**config.mk**
```make
export PLATFORM = sky130hd
export DESIGN_NAME = spike_event_fifo
export DESIGN_NICKNAME = d
export VERILOG_FILES = /design/src/rtl/spike_event_fifo.sv
export SDC_FILE = /design/constraint.sdc
export NUM_CORES = 1
export LEC_CHECK = 0
export CORE_MARGIN = 8
export CORE_UTILIZATION = 41
export CTS_BUF_LIST = sky130_fd_sc_hd__clkbuf_2 sky130_fd_sc_hd__clkbuf_4 sky130_fd_sc_hd__clkbuf_8
export CTS_CLUSTER_SIZE = 8
export DETAILED_ROUTE_END_ITERATION = 10
export SYNTH_ARGS = -nofsm -noshare
export SYNTH_HDL_FRONTEND = slang
export SYNTH_SLANG_ARGS = --single-unit
```
**constraint.sdc**
```tcl
create_clock -name clk -period 5.77 [get_ports clk]
set_input_delay 0.8655 -clock clk [delete_from_list [all_inputs] [get_ports clk]]
set_output_delay 0.8655 -clock clk [all_outputs]
set_load 0.01 [all_outputs]
```
**src/rtl/spike_event_fifo.sv**
```systemverilog
// Event FIFO behind the LIF neuron: timestamps each spike cycle with the membrane value and buffers it for readout.
// Optional SPIKE_FIFO_DROP_CNT_EN adds a saturating 8-bit dropped-event counter on port drop_count.
module spike_event_fifo #(
   parameter int DEPTH = 8,
   parameter int TS_W  = 16
) (
   input  logic                     clk,
   input  logic                     rst_n,
   input  logic                     spike,
   input  logic [7:0]               state,
   input  logic                     ts_en,
   output logic                     ev_valid,
   input  logic                     ev_ready,
   output logic [TS_W-1:0]          ev_ts,
   output logic [7:0]               ev_state,
   output logic [$clog2(DEPTH):0]   level,
   output logic                     overflow
`ifdef SPIKE_FIFO_DROP_CNT_EN
  ,output logic [7:0]               drop_count
`endif
);

   localparam int AW = $clog2(DEPTH);
   localparam int PW = AW + 1;

   logic [PW-1:0]     wr_ptr;
   logic [PW-1:0]     rd_ptr;
   logic [TS_W-1:0]   ts;
   logic [TS_W+7:0]   mem [DEPTH];
   logic              empty;
   logic              full;
   logic              pop;
   logic              push;
   logic              drop;

   // Extra pointer MSB distinguishes full from empty when the index bits match.
   assign empty = (wr_ptr == rd_ptr);
   assign full  = (wr_ptr[AW-1:0] == rd_ptr[AW-1:0]) && (wr_ptr[AW] != rd_ptr[AW]);
   assign pop   = !empty && ev_ready;
   assign push  = spike && (!full || pop);
   assign drop  = spike && full && !pop;

   assign level    = wr_ptr - rd_ptr;
   assign ev_valid = !empty;

   always_comb begin
      ev_ts    = '0;
      ev_state = '0;
      if (!empty) begin
         {ev_ts, ev_state} = mem[rd_ptr[AW-1:0]];
      end
   end

   always_ff @(posedge clk or negedge rst_n) begin
      if (!rst_n) begin
         ts       <= '0;
         wr_ptr   <= '0;
         rd_ptr   <= '0;
         overflow <= 1'b0;
      end else begin
         if (ts_en) begin
            ts <= ts + 1'b1;
         end
         if (push) begin
            wr_ptr <= wr_ptr + 1'b1;
         end
         if (pop) begin
            rd_ptr <= rd_ptr + 1'b1;
         end
         if (drop) begin
            overflow <= 1'b1;
         end
      end
   end

   // Storage is deliberately left out of reset; only the pointers define validity.
   always_ff @(posedge clk) begin
      if (push) begin
         mem[wr_ptr[AW-1:0]] <= {ts, state};
      end
   end

`ifdef SPIKE_FIFO_DROP_CNT_EN
   always_ff @(posedge clk or negedge rst_n) begin
      if (!rst_n) begin
         drop_count <= '0;
      end else if (drop && (drop_count != 8'hFF)) begin
         drop_count <= drop_count + 8'd1;
      end
   end
`endif

endmodule
```
==> results of run 1 <==
## through the flow
stage          hold slack [ns]  total power [W]   util  instances  setup WS, ns
2_1_floorplan            0.492          0.00340      -        452          1.49
3_3_place_gp             0.454          0.00421  0.450        759          2.10
3_5_place_dp             0.464          0.00426  0.450        759          2.09
4_1_cts                  0.476          0.00564  0.486        825          1.50
5_1_grt                  0.487          0.00585  0.486        825          1.39
6_report                 0.466          0.00554  0.486        825          1.65
## flip-flops by register name (all words and copies together), names as in the netlist
name and cells:
mem 192, wr_ptr 4, rd_ptr 4, overflow 1
ts 16
## per-layer routing
| metal | vias up | global-route usage | routed length (µm) |
|---|---|---|---|
| li1 | 1914 | - | - |
| met5 | - | 0 | 0 |
| met2 | 93 | 0.227 | 8690 |
| met3 | 25 | 0.0305 | 736 |
| met4 | 0 | 0.0472 | 317 |
| met1 | 2216 | 0.171 | 7360 |
## final cells by class
| cell class | count | area share |
|---|---|---|
| Clock inverter | 7 | 0.00335 |
| Sequential cell | 217 | 0.634 |
| Tap cell | 275 | 0.0341 |
| Timing Repair Buffer | 53 | 0.0498 |
| Multi-Input combinational cell | 205 | 0.203 |
| Clock buffer | 59 | 0.0718 |
| Inverter | 9 | 0.00384 |
## cell families (layout without fill, tap and decap cells)
kind of cell,after synthesis,after routing,share of synthesized area
flip-flops,217,217,0.747
AO/OA/AOI/OAI,28,28,0.0178
multiplexers,51,51,0.131
XOR/XNOR,24,24,0.0254
adder cells (fa/ha/maj),7,7,0.0111
buffers and inverters,30,128,0.0176
AND/OR/NAND/NOR,95,95,0.0502
## cells in the mapped netlist (all sizes together)
cell type,instances,area (µm²)
or2,2,12.5
nor4,3,25.0
buf,14,85.1
mux4,48,1080
nor2,8,30.0
a21oi,25,125
edfxtp,192,5770
clkinv,1,8.76
fa,1,20.0
mux2,3,37.5
a21o,2,15.0
clkbuf,7,26.3
nor3,8,45.0
xnor2,12,113
nand3,7,35.0
o31ai,1,12.5
dfrtp,25,626
nand4,5,31.3
ha,6,75.1
and3,2,12.5
nand2b,1,6.26
xor2,12,105
and4,1,11.3
inv,8,30.0
nand2,58,220
## worst register-to-register path, stage by stage (launching register included)
cell	delay (ns)
dfrtp_4	1.12
ha_1	0.44
nand3_1	0.14
nor3_2	0.11
nor4_2	0.25
buf_4	0.44
## power breakdown
group | total (W) | leakage [nW] | switching (W) | internal (W)
Sequential | 0.00236 | 2.00 | 0.000309 | 0.00205
Clock | 0.00136 | 0.405 | 0.000569 | 0.000794
Combinational | 0.00181 | 1.00 | 0.000852 | 0.000961
## final timing paths
check                      startpoint         to  slack [ns]
hold reg to reg              overflow   overflow        0.47
hold / removal               overflow   overflow        0.47
max in group asynchronous       rst_n  rd_ptr[0]        4.72
setup / recovery            rd_ptr[0]   ev_ts[6]        1.65
min in group asynchronous       rst_n      ts[9]        0.74
setup reg to reg            rd_ptr[0]  mem[0][5]        2.90
==> summary.md, run 1 <==
The flow ran to the end, and the final reports show no timing, DRC or antenna violations. The fraction of final layout cells sized beyond drive strength 1 was 0.258. The worst hold-check path type is register to register.

Dividing total power by cell area gives a power density of 549 nW/µm². After clock tree synthesis, the clock-pin slew on the worst setup and hold paths is 0.06 ns. The die is 160 µm wide.

The register area share after synthesis came out at 0.747. The buffers plus inverters on the worst setup path is 1, and the placed standard-cell area is 9330 µm². The top-level port count came out at 43. The run gives 35 as the number of distinct library cells after synthesis.

TritonCTS built the clock tree. Summing over every cut layer, the via total after detailed routing is 4248. The HPWL after detailed placement is 8980 µm.

Number of iterations in the first detailed-routing pass: 4. After the first detailed-routing iteration, the DRC count stood at 241. For the largest net degree at the start of global routing, the log shows 53. For the summed instance area of the synthesized netlist, the log shows 8550 µm². The setup skew after layout was 0.0161 ns.

The kind of start point of the critical path was a register. Broken down by cell family, the worst path's largest delay share belongs to flip-flops. Compared with the post-synthesis result, the final layout area differs by 18.0%. Counting cells, the worst reg-to-reg path comes to 5.

In this run the deepest clock path goes through 3 buffers. For this run, the slowest stage of the critical path takes 1.12 ns. For this run, design rule violations remaining after detail routing come to 0. The highest achievable clock rate is 243 MHz. The signal on the critical path passes through ha_1 > and4_4 > a21oi_1 > clkdlybuf4s50_1. The logs give 0.135 for the global routing usage summed across all routing layers and 0 for the count of final setup violators. The routed wirelength normalized by instance count is 20.7 µm, and the post-cts gate resize count is 0. The number of nets with antenna violations after detailed routing was 0.

The floorplan step set the die height to 160 µm. The critical path runs through a total of 4 cells. The cell with the largest stage delay on the worst path is dfrtp_4. The repair_antennas step left the layout with diodes totalling 0. The number of maximum-capacitance constraint violations is 0. For the pin with the worst max-slew slack, the measured transition is 1.06 ns.

Setup repair after global routing left no endpoint under its margin. The die covers 25700 µm². The clock period minus worst slack was 4.12 ns; the number of nets in the final layout was 543. Area taken by multi-input logic gates: 2050 µm². The tools report the type of element capturing the critical path as an output port. In the layout the commonest cells are edfxtp_1, nand2_1, mux4_2, clkbuf_8, clkdlybuf4s50_1. The run gives 0.412 as the starting utilization of the core area. The worst hold path stage count came out at 1. Buffers placed on the I/O ports in this run total 42. For this block, the routed nets add up to 17100 µm of wire.

After routing, the total negative slack on setup checks comes to 0 ns. The logs give 0 for the number of failing hold endpoints at the final stage and 452 for the synthesized instance count. After synthesis, the mean cell area works out to 18.9 µm².

Across the VDD grid, the largest voltage drop is 0.000285 V. Summed over all cells, the static leakage comes to 3.41 nW. The H-tree generated during clock tree synthesis spans 2 levels.

The first global-routing pass estimated 26700 µm of wire. Initial antenna violation count: 0. The tree built by TritonCTS fans out to 217 sinks.

The tools report the final weighted congestion in routability-driven placement as 0.707. Data on the critical path arrives at its endpoint at 3.25 ns. Clock latency on the worst-skew pair, taken at its later pin, is 0.51 ns.

The headroom to the max-slew limit was 0.292. The storage element area is 6400 µm², and the total congestion overflow after global routing is 0. The placeable core region is 20800 µm², and the detailed-route vias per instance is 5.15. The tools report the data required time of the worst path as 4.90 ns.

In this run the post-CTS setup repair buffer count came out at 0. After clock tree synthesis, the flow added hold-fix buffers numbering 0. The most frequent standard cell in the layout excluding fill and tap cells is edfxtp_1. Counting every net in the synthesized netlist gives 472.

In this run the core area contains 53 standard-cell rows. The max-slew violation count is 0, and the number of buffers added by the clock tree synthesis step is 37. The category of the critical setup timing path was register to output port. The post-layout instance area was 10100 µm². The tree is rooted in a clkbuf_8. Along the worst path, the maximum fanout reaches 52. The final worst-path cycle share was 0.713; the synthesis-stage register bit count was 217.

The number of global-route vias before repair was 4547; the synthesis warning total was 0. The fill cell instance count of the final layout came out at 1718.
No activity file was read; power rests on OpenSTA's default activity.
==> inputs of run 2 (changes only) <==
Clock period 5.77 ns to 3.6 ns, I/O delays scaled along.
==> run 2 against run 1 <==
  * Register-to-register slack lost 2.1 ns
  * Hold slack gained 0.0017 ns
  * Global-route usage grew 0.39 points
  * Wire length grew 2.2%
  * Final cell count shrank 0.36%
  * Sequential share of layout area shrank 0.10 points
  * Power grew 60%
  * Clock power grew 50%
  * Via count grew 0.19%
==> summary.md, run 2 (synthesized netlist as in run 1, its figures left out) <==
The flow ran to the end, and the final reports show no timing, DRC or antenna violations. The area growth from synthesis to final layout works out to 18.2% (was 18.0%). The headroom to the max-slew limit was 0.292 (about the same); the final worst-path cycle share was 0.901. The number of diodes came out at 0 (unchanged). The number of global-route vias before repair is 4711 (was 4547), and the number of standard-cell rows in the floorplan is 53 (unchanged). The type of element capturing the critical path is an output port (unchanged).

Static timing analysis puts the maximum clock frequency at 308 MHz. The tools report the largest net degree at the start of global routing as 53 (unchanged). Cells traversed along the worst timing path: ha_1 > and4_4 > a21oi_1 > clkdlybuf4s50_1 (unchanged).

The tools report the number of iterations in the first detailed-routing pass as 4 (unchanged). The reg-to-reg endpoint was mem[7][16] (was mem[0][5]). The top-level port count is 43 (unchanged), and the die span in y is 160 µm (unchanged). The setup slack after layout is 0.356 ns (was 1.65 ns). The logs give 0 (unchanged) for the initial antenna violation count and 191 (was 241) for the count of routing violations after the opening detailed-route iteration. The transition at the pin with the smallest max-transition slack was 1.06 ns (about the same); the hold buffer count at CTS was 0 (unchanged).

Most frequent cells in the layout: edfxtp_1, nand2_1, mux4_2, clkdlybuf4s50_1, clkbuf_8 (was edfxtp_1, nand2_1, mux4_2, clkbuf_8, clkdlybuf4s50_1). The setup skew after layout was 0.0103 ns (was 0.0161 ns). The number of maximum-capacitance constraint violations was 0 (unchanged); the count of input and output buffers was 42 (unchanged).

The max-slew violation count was 0 (unchanged); the total congestion overflow after global routing was 0 (unchanged). The leakage power was 3.42 nW (was 3.41 nW); the final weighted congestion in routability-driven placement was 0.716 (was 0.707). The fraction of final layout cells sized beyond drive strength 1 is 0.258 (about the same), and the final wirelength is 17500 µm (was 17100 µm). The maximum clock insertion buffer count is 3 (unchanged). For the data required time of the worst path, the log shows 3.06 ns (was 4.90 ns). The largest fanout on the critical path came out at 26 (was 52). The number of buffers added by the clock tree synthesis step was 35 (was 37). The tools report the maximum vdd ir drop as 0.000411 V (was 0.000285 V). The logs give 0 (unchanged) for the post-CTS setup repair buffer count and 0.412 (unchanged) for the starting utilization of the core area. The clock tree root driver cell was clkbuf_8 (unchanged). The smallest clock period supported by the final layout is computed as 3.24 ns. The most frequent standard cell in the layout excluding fill and tap cells was edfxtp_1 (unchanged). The data arrival time of the worst path is 2.70 ns (was 3.25 ns), and the routed wirelength normalized by instance count is 21.3 µm (was 20.7 µm).

Setup repair after global routing left no endpoint under its margin. Number of nets with antenna violations after detailed routing: 0 (unchanged). The total power density per cell area works out to 874 nW/µm² (was 549 nW/µm²). The number of nets in the final layout is 547 (was 543). Category of the critical setup timing path: register to output port (unchanged). For the wire length of the first global-routing pass, the log shows 27600 µm (was 26700 µm). Number of standard cells in the layout, taps in and fillers out: 822 (was 825). The destination of the critical timing path is ev_ts[5] (was ev_ts[6]).

The placeable core region is 20800 µm² (unchanged), and the later-pin clock latency in the skew report is 0.50 ns (was 0.51 ns). Logic depth of the worst register-to-register path: 5 (unchanged). The worst hold-check path type is register to register (unchanged). The tools report the worst slack after detailed placement as 0.699 ns (was 2.09 ns).

The detailed-placement wirelength estimate came out at 10100 µm (was 8980 µm). TritonCTS built the clock tree. The area of the die is 25700 µm² (unchanged), and the largest stage delay on the critical path is 0.63 ns (was 1.12 ns).

Critical path launch point: wr_ptr[1] (was rd_ptr[0]). The logs give 0 (unchanged) for the count of final setup violators and 0.139 (was 0.135) for the global routing usage summed across all routing layers. The register-to-register setup slack came out at 0.83 ns (was 2.90 ns). For the post-cts gate resize count, the log shows 0 (unchanged). The startpoint of the worst register-to-register path is wr_ptr[1] (was rd_ptr[0]).

Number of placed instances with taps included: 765 (was 759). For the number of failing hold endpoints at the final stage, the log shows 0 (unchanged). The register clock-pin slew on the reported worst setup and hold paths came out at 0.06 ns (about the same). The number of clock sinks was 217 (unchanged); the CTS H-tree depth was 2 (unchanged).

The horizontal die dimension is 160 µm (unchanged), and the detailed-route vias per instance is 5.18 (was 5.15). The kind of start point of the critical path is a register (unchanged). The flip-flop count of the largest register after layout is 192 (unchanged), and the number of DRC violations after detailed routing is 0 (unchanged). The via count of the routed design was 4256 (was 4248). The cell with the largest stage delay on the worst path was dfrtp_1 (was dfrtp_4).
==> run 2: how the worst min path moves through the flow <==
stage	from	cells past startpoint	slack (ns)	to
3_3_place_gp	overflow	1	0.45	overflow
4_1_cts	overflow	1	0.48	overflow
2_1_floorplan	rst_n	0	0.24	overflow
3_5_place_dp	overflow	1	0.45	overflow
6_report	overflow	1	0.47	overflow
5_1_grt	overflow	1	0.49	overflow
==> run 2: layout make-up <==
cell class	count	area, µm²
clock buffers	52	616
clock inverters	5	51.3
fillers	1735	10600
inverters	9	38.8
multi-input cells	205	2060
flip-flops and latches	217	6400
well taps	275	344
repair buffers	59	598
==> run 2: per-stage QoR <==
stage	utilization	total power (W)	cell area (µm²)	hold slack (ns)	setup TNS (ns)
final	0.487	0.00884	10100	0.468	0
after global routing	0.487	0.00937	10100	0.493	0
after CTS	0.487	0.00901	10100	0.475	0
after detailed placement	0.455	0.00694	9440	0.454	0
after global placement	0.455	0.00689	9440	0.448	0
after floorplan	-	0.00545	8560	0.244	-32.55
==> run 2: layer usage <==
layer | part of all wire | global-route usage | vias to the layer above
met2 | 0.51 | 0.238 | 100
met1 | 0.42 | 0.169 | 2206
met4 | 0.021 | 0.0501 | 0
met5 | 0 | 0 | -
met3 | 0.052 | 0.0338 | 32
li1 | - | - | 1918
==> run 2: power by group <==
| part | internal (W) | switching, W |
|---|---|---|
| sequential | 0.00329 | 0.000291 |
| combinational | 0.00160 | 0.00162 |
| clock | 0.00116 | 0.000879 |
| total | 0.00605 | 0.00279 |
==> run 2: critical path, delay by kind of cell (launching register included) <==
family	cells	cell delay, ns
simple gates	1	0.32
fa+ha+maj	1	0.35
buf+inv	1	0.60
flops	1	0.63
compound gates	1	0.29
==> inputs of run 3 (changes only) <==
Settings changed: CAP_MARGIN set to 20.
==> run 3 against run 2 <==
  * Clock skew about the same
  * Via count is 0.33% higher
  * Count of clock-buffer cells in the layout unchanged
  * Worst setup slack barely moved
  * Non-clock buffer count up 1
  * Wire length is essentially flat
  * Hold slack barely moved
  * Clock power hardly changed
  * Core utilization increased by 0.072 points
  * Final cell count is 0.12% higher
  * Register-to-register slack improved by 0.20 ns
  * Largest power group unchanged
  * Highest routed layer unchanged
==> summary.md, run 3 (synthesized netlist as in run 1, its figures left out) <==
The final weighted congestion in routability-driven placement is 0.716 (unchanged). The transition at the pin with the smallest max-transition slack was 0.857 ns (was 1.06 ns). The clock period minus worst slack was 3.24 ns (about the same); the storage element area was 6400 µm² (unchanged).

The largest stage delay on the critical path is 0.63 ns (about the same), and the CTS H-tree depth is 2 (unchanged). Number of DRC violations after detailed routing: 0 (unchanged). Category of the critical setup timing path: register to output port (unchanged). The routed wirelength normalized by instance count was 21.2 µm (was 21.3 µm). Critical path launch point: wr_ptr[1] (unchanged). The destination of the critical timing path was ev_ts[5] (unchanged). The starting utilization of the core area was 0.412 (unchanged); the fraction of final layout cells sized beyond drive strength 1 was 0.259 (was 0.258).

The die span in y works out to 160 µm (unchanged). For the area of the die, the log shows 25700 µm² (unchanged). The largest net degree at the start of global routing is 53 (unchanged), and the fill cell instance count of the final layout is 1733 (was 1735).

Most frequent standard cell in the layout excluding fill and tap cells: edfxtp_1 (unchanged). The worst-case hold slack came out at 0.468 ns (about the same). For the later-pin clock latency in the skew report, the log shows 0.50 ns (about the same).

For the max-slew violation count, the log shows 0 (unchanged). The number of buffers added by the clock tree synthesis step is 35 (unchanged). The global routing usage summed across all routing layers was 0.139 (unchanged). TritonCTS built the clock tree. The maximum clock insertion buffer count is 3 (unchanged), and the area taken by multi-input logic gates is 2060 µm² (unchanged). The type of element capturing the critical path is an output port (unchanged). Setup repair after global routing left no endpoint under its margin. The logs give 0 (unchanged) for the number of diodes and 10100 µm (unchanged) for the detailed-placement wirelength estimate. Logic depth of the worst register-to-register path: 5 (unchanged). The logs give 0 (unchanged) for the hold buffer count at CTS and 0 (unchanged) for the number of maximum-capacitance constraint violations. Most frequent cells in the layout: edfxtp_1, nand2_1, mux4_2, clkdlybuf4s50_1, clkbuf_8 (unchanged). Cells traversed along the worst timing path: ha_1 > and4_4 > a21oi_1 > clkdlybuf4s50_1 (unchanged).

The run gives 0 (unchanged) as the number of nets with antenna violations after detailed routing. The worst hold-check path type was register to register (unchanged). The number of standard-cell rows in the floorplan is 53 (unchanged), and the worst slack after detailed placement is 0.699 ns (unchanged). The register-to-register setup slack is 1.03 ns (was 0.83 ns), and the number of global-route vias before repair is 4711 (unchanged).

The post-cts gate resize count is 0 (unchanged), and the maximum vdd ir drop is 0.000408 V (was 0.000411 V). The setup skew after layout was 0.0102 ns (was 0.0103 ns). The placed standard-cell area came out at 9440 µm² (unchanged). The run gives 0.355 ns (was 0.356 ns) as the setup slack after layout. The largest fanout on the critical path was 26 (unchanged); the count of input and output buffers was 42 (unchanged). The count of final setup violators was 0 (unchanged); the data required time of the worst path was 3.06 ns (about the same). Startpoint of the worst register-to-register path: wr_ptr[1] (unchanged). The run gives 20800 µm² (unchanged) as the placeable core region.

The run gives 4 (unchanged) as the number of iterations in the first detailed-routing pass. For the summed negative setup slack over all endpoints, the log shows 0 ns (unchanged). The cell with the largest stage delay on the worst path was dfrtp_1 (unchanged). The number of failing hold endpoints at the final stage is 0 (unchanged). Reg-to-reg endpoint: mem[6][11] (was mem[7][16]). The register clock-pin slew on the reported worst setup and hold paths works out to 0.06 ns (about the same). Headroom to the max-slew limit: 0.427 (was 0.292). Number of clock sinks: 217 (unchanged).

The worst hold path stage count works out to 1 (unchanged). The post-layout instance area is 10100 µm² (about the same), and the via count of the routed design is 4270 (was 4256). The flip-flop count of the largest register after layout was 192 (unchanged). Top-level port count: 43 (unchanged).

Final wirelength: 17500 µm (about the same). The flow ran to the end, and the final reports show no timing, DRC or antenna violations. The run gives 0 (unchanged) as the post-CTS setup repair buffer count. The horizontal die dimension was 160 µm (unchanged).

Detailed-route vias per instance: 5.19 (was 5.18). The total power density per cell area was 873 nW/µm² (was 874 nW/µm²); the total congestion overflow after global routing was 0 (unchanged). The logs give 308 MHz (about the same) for the highest achievable clock rate and 27600 µm (unchanged) for the wire length of the first global-routing pass. The kind of start point of the critical path was a register (unchanged). The tools report the clock tree root driver cell as clkbuf_8 (unchanged).

The logs give 3.42 nW (about the same) for the leakage power and 191 (unchanged) for the count of routing violations after the opening detailed-route iteration. The total power draw is 0.00884 W (about the same), and the number of nets in the final layout is 548 (was 547). The area growth from synthesis to final layout was 18.3% (was 18.2%).

The final worst-path cycle share was 0.901 (about the same); the data arrival time of the worst path was 2.70 ns (about the same). For the initial antenna violation count, the log shows 0 (unchanged).
## run 3: worst min-delay path by stage
stage / startpoint / end / slack (ns)
global placement: overflow / overflow / 0.45
detailed placement: overflow / overflow / 0.45
global route: overflow / overflow / 0.49
CTS: overflow / overflow / 0.48
finish: overflow / overflow / 0.47
floorplan: rst_n / overflow / 0.24
## run 3: area by class of cell
class | count | area share
clock inverters | 5 | 0.00507
multi-input cells | 205 | 0.204
inverters | 9 | 0.00383
flip-flops and latches | 217 | 0.632
clock buffers | 52 | 0.0608
repair buffers | 60 | 0.0606
well taps | 275 | 0.0340
## run 3: per-layer routing
layer | vias up | track usage | routed length, µm
li1 | 1920 | - | -
met4 | 0 | 0.0501 | 371
met2 | 109 | 0.238 | 8840
met3 | 32 | 0.0338 | 968
met1 | 2209 | 0.169 | 7290
met5 | - | 0 | 0
## run 3: power breakdown
group	internal, W	switching (W)
sequential	0.00329	0.000287
clock	0.00116	0.000879
combinational	0.00161	0.00162
total	0.00606	0.00278
## run 3: worst max-delay path, delay by kind of cell (launching register included)
kind / cells / cell delay, ns
AND/OR/NAND/NOR: 1 / 0.32
flip-flops: 1 / 0.63
buffers and inverters: 1 / 0.60
AO/OA/AOI/OAI: 1 / 0.29
adder cells (fa/ha/maj): 1 / 0.35
## run 3: per-stage QoR
step,util,std cells
6_report,0.488,823
5_1_grt,0.488,823
4_1_cts,0.487,822
3_5_place_dp,0.455,765
3_3_place_gp,0.455,765
2_1_floorplan,-,452
